### src/rtl/host_loader_if.sv
// Host byte port and memory write port of the host loader.
// The host side (master) drives the byte stream and hold.
// The loader side (slave) drives the handshake ready signal, the write strobes and the status outputs.
interface host_loader_if #(
    parameter int ADDR_W = 13,
    parameter int DATA_W = 8
);
    logic              hold;
    logic              in_valid;
    logic [DATA_W-1:0] in_data;
    logic              in_ready;
    logic              wr_en_imem;
    logic              wr_en_wmem;
    logic              wr_en_ub;
    logic [ADDR_W-1:0] wr_addr;
    logic [DATA_W-1:0] wr_data;
    logic              busy;
    logic              done;
    logic              err;

    modport master (
        output hold, in_valid, in_data,
        input  in_ready, wr_en_imem, wr_en_wmem, wr_en_ub,
        input  wr_addr, wr_data, busy, done, err
    );

    modport slave (
        input  hold, in_valid, in_data,
        output in_ready, wr_en_imem, wr_en_wmem, wr_en_ub,
        output wr_addr, wr_data, busy, done, err
    );
endinterface

### src/rtl/host_loader.sv
// Host loader: decodes HDR/ALO/LEN packet headers from a host byte stream.
// For each payload byte it issues one registered write strobe to the
// instruction memory, the weight memory or the unified buffer.
// A packet with the reserved target is consumed in full without writing anything and ends with an err pulse.
module host_loader #(
    parameter int ADDR_W = 13,
    parameter int DATA_W = 8
) (
    input  logic         clk,
    input  logic         reset,
    host_loader_if.slave bus
);
    typedef enum logic [1:0] {
        ST_IDLE = 2'd0,
        ST_ADDR = 2'd1,
        ST_LEN  = 2'd2,
        ST_DATA = 2'd3
    } state_t;

    localparam logic [1:0] TGT_IMEM = 2'b00;
    localparam logic [1:0] TGT_WMEM = 2'b01;
    localparam logic [1:0] TGT_UB   = 2'b10;

    state_t            state_r;
    logic [1:0]        tgt_r;
    logic [4:0]        addr_hi_r;
    logic [ADDR_W-1:0] addr_r;
    logic [7:0]        count_r;
    logic              wr_en_imem_r;
    logic              wr_en_wmem_r;
    logic              wr_en_ub_r;
    logic [ADDR_W-1:0] wr_addr_r;
    logic [DATA_W-1:0] wr_data_r;
    logic              done_r;
    logic              err_r;
    logic              accept_s;

    // Ready depends only on hold and reset, never on in_valid.
    assign bus.in_ready = !reset && !bus.hold;
    assign accept_s     = bus.in_valid && bus.in_ready;

    assign bus.wr_en_imem = wr_en_imem_r;
    assign bus.wr_en_wmem = wr_en_wmem_r;
    assign bus.wr_en_ub   = wr_en_ub_r;
    assign bus.wr_addr    = wr_addr_r;
    assign bus.wr_data    = wr_data_r;
    assign bus.busy       = (state_r != ST_IDLE);
    assign bus.done       = done_r;
    assign bus.err        = err_r;

    // Packet FSM. Strobes and pulses default low each cycle and rise only in the cycle after a DATA accept.
    always_ff @(posedge clk) begin
        if (reset) begin
            state_r      <= ST_IDLE;
            tgt_r        <= 2'b00;
            addr_hi_r    <= 5'd0;
            addr_r       <= '0;
            count_r      <= 8'd0;
            wr_en_imem_r <= 1'b0;
            wr_en_wmem_r <= 1'b0;
            wr_en_ub_r   <= 1'b0;
            wr_addr_r    <= '0;
            wr_data_r    <= '0;
            done_r       <= 1'b0;
            err_r        <= 1'b0;
        end else begin
            wr_en_imem_r <= 1'b0;
            wr_en_wmem_r <= 1'b0;
            wr_en_ub_r   <= 1'b0;
            done_r       <= 1'b0;
            err_r        <= 1'b0;
            if (accept_s) begin
                case (state_r)
                    ST_IDLE: begin
                        // HDR[5] carries no meaning and is dropped.
                        tgt_r     <= bus.in_data[7:6];
                        addr_hi_r <= bus.in_data[4:0];
                        state_r   <= ST_ADDR;
                    end
                    ST_ADDR: begin
                        addr_r  <= ADDR_W'({addr_hi_r, bus.in_data[7:0]});
                        state_r <= ST_LEN;
                    end
                    ST_LEN: begin
                        count_r <= bus.in_data[7:0];
                        state_r <= ST_DATA;
                    end
                    ST_DATA: begin
                        wr_addr_r    <= addr_r;
                        wr_data_r    <= bus.in_data;
                        wr_en_imem_r <= (tgt_r == TGT_IMEM);
                        wr_en_wmem_r <= (tgt_r == TGT_WMEM);
                        wr_en_ub_r   <= (tgt_r == TGT_UB);
                        // The address wraps silently at the top of memory.
                        addr_r       <= addr_r + ADDR_W'(1);
                        count_r      <= count_r - 8'd1;
                        if (count_r == 8'd0) begin
                            state_r <= ST_IDLE;
                            if (tgt_r == 2'b11) begin
                                err_r <= 1'b1;
                            end else begin
                                done_r <= 1'b1;
                            end
                        end else begin
                            state_r <= ST_DATA;
                        end
                    end
                    default: begin
                        state_r <= ST_IDLE;
                    end
                endcase
            end else begin
                state_r <= state_r;
            end
        end
    end
endmodule

### src/flat_wrapper.sv
// flat-port wrapper written by rule: the top's interface ports become plain ports
module host_loader_flat 
#(
    parameter int ADDR_W = 13,
    parameter int DATA_W = 8
)
  (clk, reset, bus_hold, bus_in_valid, bus_in_data, bus_in_ready, bus_wr_en_imem, bus_wr_en_wmem, bus_wr_en_ub, bus_wr_addr, bus_wr_data, bus_busy, bus_done, bus_err);
  host_loader_if #(.ADDR_W(ADDR_W), .DATA_W(DATA_W)) bus_i ();
  input  logic clk;
  input  logic reset;
  input wire logic [$bits(bus_i.hold)-1:0] bus_hold;
  input wire logic [$bits(bus_i.in_valid)-1:0] bus_in_valid;
  input wire logic [$bits(bus_i.in_data)-1:0] bus_in_data;
  output wire logic [$bits(bus_i.in_ready)-1:0] bus_in_ready;
  output wire logic [$bits(bus_i.wr_en_imem)-1:0] bus_wr_en_imem;
  output wire logic [$bits(bus_i.wr_en_wmem)-1:0] bus_wr_en_wmem;
  output wire logic [$bits(bus_i.wr_en_ub)-1:0] bus_wr_en_ub;
  output wire logic [$bits(bus_i.wr_addr)-1:0] bus_wr_addr;
  output wire logic [$bits(bus_i.wr_data)-1:0] bus_wr_data;
  output wire logic [$bits(bus_i.busy)-1:0] bus_busy;
  output wire logic [$bits(bus_i.done)-1:0] bus_done;
  output wire logic [$bits(bus_i.err)-1:0] bus_err;
  assign bus_i.hold = bus_hold;
  assign bus_i.in_valid = bus_in_valid;
  assign bus_i.in_data = bus_in_data;
  assign bus_in_ready = bus_i.in_ready;
  assign bus_wr_en_imem = bus_i.wr_en_imem;
  assign bus_wr_en_wmem = bus_i.wr_en_wmem;
  assign bus_wr_en_ub = bus_i.wr_en_ub;
  assign bus_wr_addr = bus_i.wr_addr;
  assign bus_wr_data = bus_i.wr_data;
  assign bus_busy = bus_i.busy;
  assign bus_done = bus_i.done;
  assign bus_err = bus_i.err;
  host_loader #(.ADDR_W(ADDR_W), .DATA_W(DATA_W)) u_core (.clk(clk), .reset(reset), .bus(bus_i));
endmodule
### config.mk
export PLATFORM = sky130hd
export DESIGN_NAME = host_loader_flat
export DESIGN_NICKNAME = d
export VERILOG_FILES = /design/src/rtl/host_loader_if.sv /design/src/rtl/host_loader.sv /design/src/flat_wrapper.sv
export SDC_FILE = /design/constraint.sdc
export NUM_CORES = 1
export LEC_CHECK = 0
export CAP_MARGIN = 20
export CORE_MARGIN = 2
export CORE_UTILIZATION = 50
export DETAILED_ROUTE_END_ITERATION = 8
export PLACE_DENSITY = 0.75
export SYNTH_ARGS = -nofsm -noshare
export SYNTH_HDL_FRONTEND = slang
export SYNTH_SLANG_ARGS = --single-unit
### constraint.sdc
create_clock -name clk -period 2.7 [get_ports clk]
set_input_delay 0.54 -clock clk [delete_from_list [all_inputs] [get_ports clk]]
set_output_delay 0.54 -clock clk [all_outputs]
set_load 0.01 [all_outputs]
==> results of run 1 <==
## sequential cells by signal, summed over array words and instances, names as in the netlist
signal	count
u_core.addr_hi_r	5
u_core.addr_r	13
u_core.bus.done	1
u_core.bus.err	1
u_core.bus.wr_addr	13
u_core.bus.wr_data	8
u_core.bus.wr_en_imem	1
u_core.bus.wr_en_ub	1
u_core.bus.wr_en_wmem	1
u_core.count_r	8
u_core.state_r	2
u_core.tgt_r	2
## layout make-up
| class | count | area share (%) |
|---|---|---|
| Tap cell | 70 | 2.86 |
| Timing Repair Buffer | 48 | 14.8 |
| Sequential cell | 56 | 36.6 |
| Inverter | 7 | 0.857 |
| Clock buffer | 8 | 2.94 |
| Multi-Input combinational cell | 225 | 42.0 |
## worst max-delay path: cells and delay by family
kind | cells | cell delay (ns)
buf+inv | 2 | 1.00
simple gates | 1 | 0.12
## logic make-up after synthesis
kind of cell | synth area share, %
muxes | 3.11
adders and majority gates | 0.972
buffers and inverters | 6.46
DFF | 43.5
AOI/OAI and AO/OA | 18.8
and+or+nand+nor | 27.1
## metal layers
| metal | global-route usage (%) | part of all wire (%) |
|---|---|---|
| met5 | 0 | 0 |
| met4 | 8.19 | 2.7 |
| met3 | 4.23 | 5.7 |
| met2 | 34.0 | 47 |
| met1 | 31.2 | 45 |
## cell usage after synthesis (all sizes together), types with 2 or more instances
| cell type | number |
|---|---|
| and3 | 5 |
| o21ai | 11 |
| nor3b | 4 |
| inv | 7 |
| nor2b | 4 |
| mux2i | 8 |
| and4bb | 2 |
| dfxtp | 56 |
| nor2 | 24 |
| nand2 | 56 |
| nor4 | 7 |
| nor3 | 11 |
| and2 | 6 |
| nand4 | 2 |
| a21oi | 37 |
| buf | 9 |
| a311oi | 4 |
| a221oi | 2 |
| nand3b | 2 |
| ha | 2 |
| and4 | 2 |
| o32ai | 4 |
| or2 | 2 |
| o311a | 2 |
| a22oi | 2 |
| clkbuf | 11 |
| nand3 | 8 |
## power breakdown
part | switching, mW | internal [mW] | total (mW)
clock | 0.252 | 0.210 | 0.462
combinational | 0.0464 | 0.0410 | 0.0874
sequential | 0.0121 | 0.834 | 0.846
total | 0.311 | 1.08 | 1.40
## stage by stage
step | cell area (sq um) | setup WS, ns
after floorplan | 2570 | 1.09
after global placement | 2980 | 0.438
after detailed placement | 2980 | 0.396
after CTS | 3070 | 0.488
after global routing | 3070 | 0.421
final | 3070 | 0.496
## how the worst max path moves through the flow
stage                                to  slack [ns]  cells after the start
CTS                        bus_in_ready        0.49                      3
finish                     bus_in_ready        0.50                      3
global route               bus_in_ready        0.42                      3
floorplan           u_core.addr_hi_r[0]        1.09                      5
global placement        u_core.bus.done        0.44                      5
detailed placement     u_core.addr_r[8]        0.40                      6
==> results_dict.tcl, run 1 <==
set metrics [dict create \
    outcome "finished, final reports clean" \
    hpwl_um 4290 \
    hp-class "flop to flop" \
    reg2reg_to "u_core.addr_r[12]" \
    cts_sinks 56 \
    num_rows 26 \
    cp_slowest_cell "clkdlybuf4s50_1" \
    vdd_ir_drop_max_uv 262 \
    io-pin-count 40 \
    dieWidth_um 75.8 \
    fin_setup_tns_ns 0 \
    fillCellCount 475 \
    whs_ns 0.456 \
    drive_gt1_share_pct 7.85 \
    postLayoutCoreUtil_pct 60.8 \
    slew_violations 0 \
    firstDrtPassIters 5 \
    path_cells "clkdlybuf4s50_1 > nor2_1 > clkdlybuf4s50_1" \
    min_period_over_period_pct 81.6 \
    p_leak_nw 1.08 \
    period_needed_ns 2.20 \
    cts_buffers 5 \
    finalSetupViolations 0 \
    synthArstFlopShare_pct 0 \
    port_buffers 39 \
    cts_resized 0 \
    start_util_pct 51.1 \
    worst_pin_slew_ns 0.642 \
    drv_cap 0 \
    root_buffer "clkbuf_8" \
    cp.required_ns 2.16 \
    die_area_sq_mm 0.00574 \
    wire_per_inst_um 14.7 \
    ys_seq_area_share_pct 43.5 \
    synth_ff_type "dfxtp_1" \
    drt_first_iter_violations 200 \
    fmax_mhz 454 \
    grt_pass1_wl_um 9780 \
    fin_nets 357 \
    hold_viol 0 \
    hold_end "u_core.bus.wr_addr[8]" \
    crit_start "bus_hold" \
    postCtsSetupRepairBufs 0 \
    r2r_cells 5 \
    fp.coreArea_sq_mm 0.00504 \
    r2r_start "u_core.state_r[0]" \
    p_per_area_mw_per_mm2 455 \
    yosys.area.top_type "dfxtp_1" \
    netlist_top_cells_area "dfxtp_1, nand2_1, a21oi_1" \
    synth_top_cell_area_share_pct 43.5 \
    grt_util_all_layers_pct 22.2 \
    gp_congestion 0.945 \
    postRouteAntennaNets 0 \
    critPathMostFrequentCell "clkdlybuf4s50_1" \
    endpoint_kind "primary output" \
    htreeDepth 2 \
    routed_via_density 5.80 \
    cts_tree "done" \
    wl_um 6100 \
    synth.cell_area_sq_mm 0.00257 \
    yosys_warnings 0 \
    ys_ff_latch 56 \
    syn_area_per_cell_sq_um 8.36 \
    num_vias 2401 \
    path_max_fanout 5 \
    fin_skew_ns 0.00346 \
    synth_nets 322 \
    dp.cells 406 \
    arrival_ns 1.66 \
    finalPower_mw 1.40 \
    grt_max_degree 33 \
    clk_latency_ns 0.30 \
    min-delay-start "u_core.bus.wr_addr[8]" \
    antenna_found_initial 0 \
    drc 0 \
    overflow 0 \
    fin_cells 414 \
    cts_hold_buf 0 \
    yosysUniqueCellTypes 56 \
    antennaDiodeCount 0 \
    clk_pin_slew_ns 0.09 \
    multi_input_area_sq_mm 0.00129 \
    crit_type "input pin to primary output" \
    post_synth_inst_count 308 \
    layout_commonest_cell "dfxtp_1" \
    die_h_um 75.8 \
    relSlewSlack_pct 56.9 \
    cp-start-kind "input pin" \
    mostFrequentLayoutCells "dfxtp_1, nand2_1, clkdlybuf4s50_1, a21oi_1, nor2_1" \
    seqCellArea_sq_mm 0.00112 \
    holdPathStages 2 \
    grt_pass1_vias 2024 \
    area_delta_synth_final_pct 19.0 \
    rrSetupSlack_ns 0.77 \
    cpPeakStageDelay_ns 0.54 \
    rsz0062_at_grt "no" \
    synth_edf_count 0 \
    cts.path.max_buffers 2 \
]
Power figures use the tool's default switching activity.
==> run 2: changes to the inputs <==
--- a/config.mk
+++ b/config.mk
@@ -7,7 +7,7 @@
 export LEC_CHECK = 0
 export CAP_MARGIN = 20
 export CORE_MARGIN = 2
-export CORE_UTILIZATION = 50
+export CORE_UTILIZATION = 48
 export DETAILED_ROUTE_END_ITERATION = 8
 export PLACE_DENSITY = 0.75
 export SYNTH_ARGS = -nofsm -noshare
==> constraint.sdc (replaced) <==
create_clock -name clk -period 2 [get_ports clk]
set_input_delay 0.4 -clock clk [delete_from_list [all_inputs] [get_ports clk]]
set_output_delay 0.4 -clock clk [all_outputs]
set_load 0.01 [all_outputs]
==> run 2 against run 1 <==
Net effect:
- setup slack worse by 0.42 ns
- flip-flop and latch count did not move
- clock power grew 57%
- register-to-register slack got worse by 0.41 ns
- final cell count grew 1.4%
- clock skew up 0.0016 ns
- core utilization increased by 0.087 points
- largest power group unchanged
==> results_dict.tcl, run 2 (synthesis results as in run 1) <==
set metrics [dict create \
    arrival_ns 1.52 \
    hp-class "flop to flop" \
    cts_sinks 56 \
    hold_viol 0 \
    dieWidth_um 77.2 \
    antennaDiodeCount 0 \
    min_period_over_period_pct 96.1 \
    cts_buffers 5 \
    vdd_ir_drop_max_uv 514 \
    slew_violations 0 \
    grt_pass1_vias 2256 \
    drc 0 \
    p_per_area_mw_per_mm2 635 \
    rsz0062_at_grt "no" \
    port_buffers 39 \
    p_leak_nw 1.12 \
    cts.path.max_buffers 2 \
    worst_pin_slew_ns 0.628 \
    cp.required_ns 1.60 \
    drive_gt1_share_pct 10.0 \
    period_needed_ns 1.92 \
    whs_ns 0.456 \
    path_max_fanout 5 \
    cp-start-kind "input pin" \
    gp_congestion 0.895 \
    root_buffer "clkbuf_8" \
    firstDrtPassIters 4 \
    num_vias 2389 \
    hpwl_um 4430 \
    crit_type "input pin to primary output" \
    drv_cap 0 \
    grt_pass1_wl_um 10600 \
    relSlewSlack_pct 57.8 \
    die_h_um 77.2 \
    fillCellCount 499 \
    finalSetupViolations 0 \
    cts_resized 0 \
    wl_um 6170 \
    drt_first_iter_violations 158 \
    fin_nets 363 \
    endpoint_kind "primary output" \
    start_util_pct 50.1 \
    grt_max_degree 40 \
    clk_latency_ns 0.31 \
    htreeDepth 2 \
    fin_skew_ns 0.00507 \
    fp.coreArea_sq_mm 0.00514 \
    postCtsSetupRepairBufs 0 \
    grt_util_all_layers_pct 22.2 \
    overflow 0 \
    wire_per_inst_um 14.7 \
    routed_via_density 5.69 \
    postLayoutCoreUtil_pct 60.9 \
    fmax_mhz 520 \
    clk_pin_slew_ns 0.09 \
    cts_hold_buf 0 \
    num_rows 26 \
    postRouteAntennaNets 0 \
    outcome "finished, final reports clean" \
    io-pin-count 40 \
    area_delta_synth_final_pct 21.5 \
    mostFrequentLayoutCells "nand2_1, dfxtp_1, clkdlybuf4s50_1, a21oi_1, nor2_1" \
    die_area_sq_mm 0.00597 \
    cts_tree "done" \
    fin_setup_tns_ns 0 \
    antenna_found_initial 0 \
]
[run 2: changes by cell type in the layout (fill, tap and decap cells not counted), sizes merged]
cell    before  now
clkinv       0    1
clkbuf       8    6
buf         10   16
bufinv       0    1
[run 2: metal layers]
| metal | GRT usage, % | share of wire (%) | vias to the layer above |
|---|---|---|---|
| met4 | 8.39 | 2.2 | 0 |
| met2 | 36.0 | 46 | 81 |
| met5 | 0 | 0 | - |
| li1 | - | - | 1175 |
| met1 | 29.3 | 46 | 1119 |
| met3 | 4.24 | 6.4 | 14 |
[run 2: final timing paths]
path,end,depth (start not counted),slack (ns),startpoint
max,bus_in_ready,3,0.08,bus_hold
min,u_core.bus.wr_addr[8],2,0.46,u_core.bus.wr_addr[8]
max reg2reg,u_core.addr_hi_r[3],4,0.36,u_core.state_r[0]
min reg2reg,u_core.bus.wr_addr[8],2,0.46,u_core.bus.wr_addr[8]
[run 2: where the power goes]
part | total, mW | switching [mW] | internal, mW | leakage, nW
Clock | 0.726 | 0.354 | 0.372 | 0.0552
Combinational | 0.119 | 0.0626 | 0.0566 | 0.611
Sequential | 1.14 | 0.0167 | 1.13 | 0.452
Total | 1.99 | 0.433 | 1.55 | 1.12
[run 2: worst max-delay path: stages]
cell             delay, ns
clkdlybuf4s50_1       0.47
nor2_1                0.12
clkdlybuf4s50_1       0.53
[run 2: final cells by class]
| cell class | count | area [sq um] | area share (%) |
|---|---|---|---|
| clock buffer | 6 | 72.6 | 2.32 |
| clock inverter | 2 | 35.0 | 1.12 |
| inverter | 7 | 26.3 | 0.840 |
| multi-input combinational | 225 | 1290 | 41.1 |
| sequential | 56 | 1120 | 35.9 |
| tap | 70 | 87.6 | 2.80 |
| timing repair buffer | 54 | 498 | 15.9 |
[run 2: through the flow]
stage / std cells / area [sq um] / power (mW) / setup slack (ns)
after detailed placement: 412 / 3020 / 1.29 / -0.0278
after CTS: 420 / 3130 / 2.00 / 0.000271
after floorplan: 308 / 2570 / 1.23 / 0.529
after global routing: 420 / 3130 / 2.06 / 0.0218
after global placement: 412 / 3020 / 1.28 / 0.0217
final: 420 / 3130 / 1.99 / 0.0773
==> run 3: changes to the inputs <==
--- a/config.mk
+++ b/config.mk
@@ -7,9 +7,10 @@
 export LEC_CHECK = 0
 export CAP_MARGIN = 20
 export CORE_MARGIN = 2
-export CORE_UTILIZATION = 48
+export CORE_UTILIZATION = 50
 export DETAILED_ROUTE_END_ITERATION = 8
-export PLACE_DENSITY = 0.75
+export DONT_BUFFER_PORTS = 1
+export PLACE_DENSITY = 0.68
 export SYNTH_ARGS = -nofsm -noshare
 export SYNTH_HDL_FRONTEND = slang
 export SYNTH_SLANG_ARGS = --single-unit
==> run 3 against run 2 <==
Net effect:
- combinational power down 52%
- critical path depth up 1
- register-to-register slack got worse by 0.10 ns
- via count shrank 11%
==> results_dict.tcl, run 3 (synthesis results as in run 1) <==
set metrics [dict create \
    fmax_mhz 574 \
    wire_per_inst_um 15.6 \
    cts_buffers 5 \
    arrival_ns 1.96 \
    gp_congestion 0.890 \
    wl_um 5840 \
    cts_resized 0 \
    cts_tree "done" \
    cp.required_ns 2.22 \
    hpwl_um 4030 \
    num_rows 26 \
    htreeDepth 2 \
    seqCellArea_sq_mm 0.00112 \
    crit_start "u_core.state_r[0]" \
    hold_viol 0 \
    dieWidth_um 75.8 \
    whs_ns 0.148 \
    fillCellCount 488 \
    path_max_fanout 13 \
    slew_violations 0 \
    hp-class "input pin to flop" \
    port_buffers 0 \
    cp-start-kind "flop" \
    min-delay-start "reset" \
    rsz0062_at_grt "no" \
    endpoint_kind "flop" \
    outcome "finished, final reports clean" \
    crit_type "flop to flop" \
    grt_pass1_wl_um 9470 \
    relSlewSlack_pct 56.7 \
    vdd_ir_drop_max_uv 419 \
    p_per_area_mw_per_mm2 804 \
    grt_max_degree 58 \
    fin_nets 316 \
    antennaDiodeCount 0 \
    mostFrequentLayoutCells "dfxtp_1, nand2_1, a21oi_1, nor2_1" \
    path_cells "or2_2 > or3b_1 > mux2i_1 > nor2_1" \
    min_period_over_period_pct 87.1 \
    postRouteAntennaNets 0 \
    firstDrtPassIters 4 \
    clk_latency_ns 0.31 \
    period_needed_ns 1.74 \
    num_vias 2135 \
    p_leak_nw 0.965 \
    drive_gt1_share_pct 8.58 \
    postCtsSetupRepairBufs 0 \
    fp.coreArea_sq_mm 0.00504 \
    cts.path.max_buffers 2 \
    overflow 0 \
    cpPeakStageDelay_ns 0.55 \
    drc 0 \
    antenna_found_initial 0 \
    die_area_sq_mm 0.00574 \
    worst_pin_slew_ns 0.645 \
    io-pin-count 40 \
    r2r_start "u_core.state_r[0]" \
    grt_util_all_layers_pct 21.8 \
    area_delta_synth_final_pct 6.17 \
    routed_via_density 5.72 \
    multi_input_area_sq_mm 0.00129 \
    die_h_um 75.8 \
    cts_hold_buf 0 \
    clk_pin_slew_ns 0.10 \
    drv_cap 0 \
    layout_commonest_cell "dfxtp_1" \
    cp_slowest_cell "or3b_1" \
    start_util_pct 51.1 \
    drt_first_iter_violations 152 \
    cts_sinks 56 \
    fin_setup_tns_ns 0 \
    root_buffer "clkbuf_8" \
    fin_skew_ns 0.00552 \
    finalSetupViolations 0 \
    grt_pass1_vias 1958 \
]
==> run 3: cell types whose count changed in the layout (fill, tap and decap cells not counted) <==
cell | previous run | this run
bufinv_16 | 1 | 3
clkdlybuf4s50_1 | 38 | 0
dfxtp_1 | 55 | 56
clkbuf_1 | 1 | 0
buf_4 | 15 | 7
dfxtp_2 | 1 | 0
clkinv_2 | 1 | 0
buf_2 | 1 | 0
==> run 3: metrics by stage <==
stage                     power [mW]  cells  setup WS (ns)  util [%]  cell area, sq um
after floorplan                 1.23    308          0.529         -              2570
after global placement          1.22    365          0.327      51.1              2570
after detailed placement        1.23    365          0.277      51.1              2570
after CTS                       2.21    373          0.261      54.2              2730
after global routing            2.27    373          0.164      54.2              2730
final                           2.20    373          0.257      54.2              2730
==> run 3: layer usage <==
layer / track usage, % / wire (um) / vias up
met5: 0 / 0 / -
met1: 29.7 / 2820 / 988
met2: 34.2 / 2620 / 53
met4: 5.26 / 74 / 0
met3: 6.08 / 320 / 8
li1: - / - / 1086
==> run 3: cell type report <==
class | count | share of cell area (%)
clock inverter | 3 | 3.30
clock buffer | 5 | 2.52
timing repair buffer | 7 | 1.92
multi-input combinational | 225 | 47.1
tap | 70 | 3.20
inverter | 7 | 0.961
sequential | 56 | 41.0
==> run 3: path summary, 6_finish.rpt <==
kind | endpoint | slack [ns] | depth (start not counted)
setup reg to reg | u_core.addr_hi_r[0] | 0.26 | 4
setup / recovery | u_core.addr_hi_r[0] | 0.26 | 4
hold / removal | u_core.tgt_r[0] | 0.15 | 1
hold reg to reg | u_core.count_r[1] | 0.47 | 2
==> run 3: power by group <==
| group | internal [mW] | switching [mW] | total, mW |
|---|---|---|---|
| registers | 1.13 | 0.0157 | 1.14 |
| clock network | 0.626 | 0.373 | 0.999 |
| logic | 0.0298 | 0.0279 | 0.0577 |
==> run 3: critical path, delay by kind of cell (launching register included) <==
kind             cells  cell delay, ns
flip-flops           1            0.43
AND/OR/NAND/NOR      3            0.98
multiplexers         1            0.23
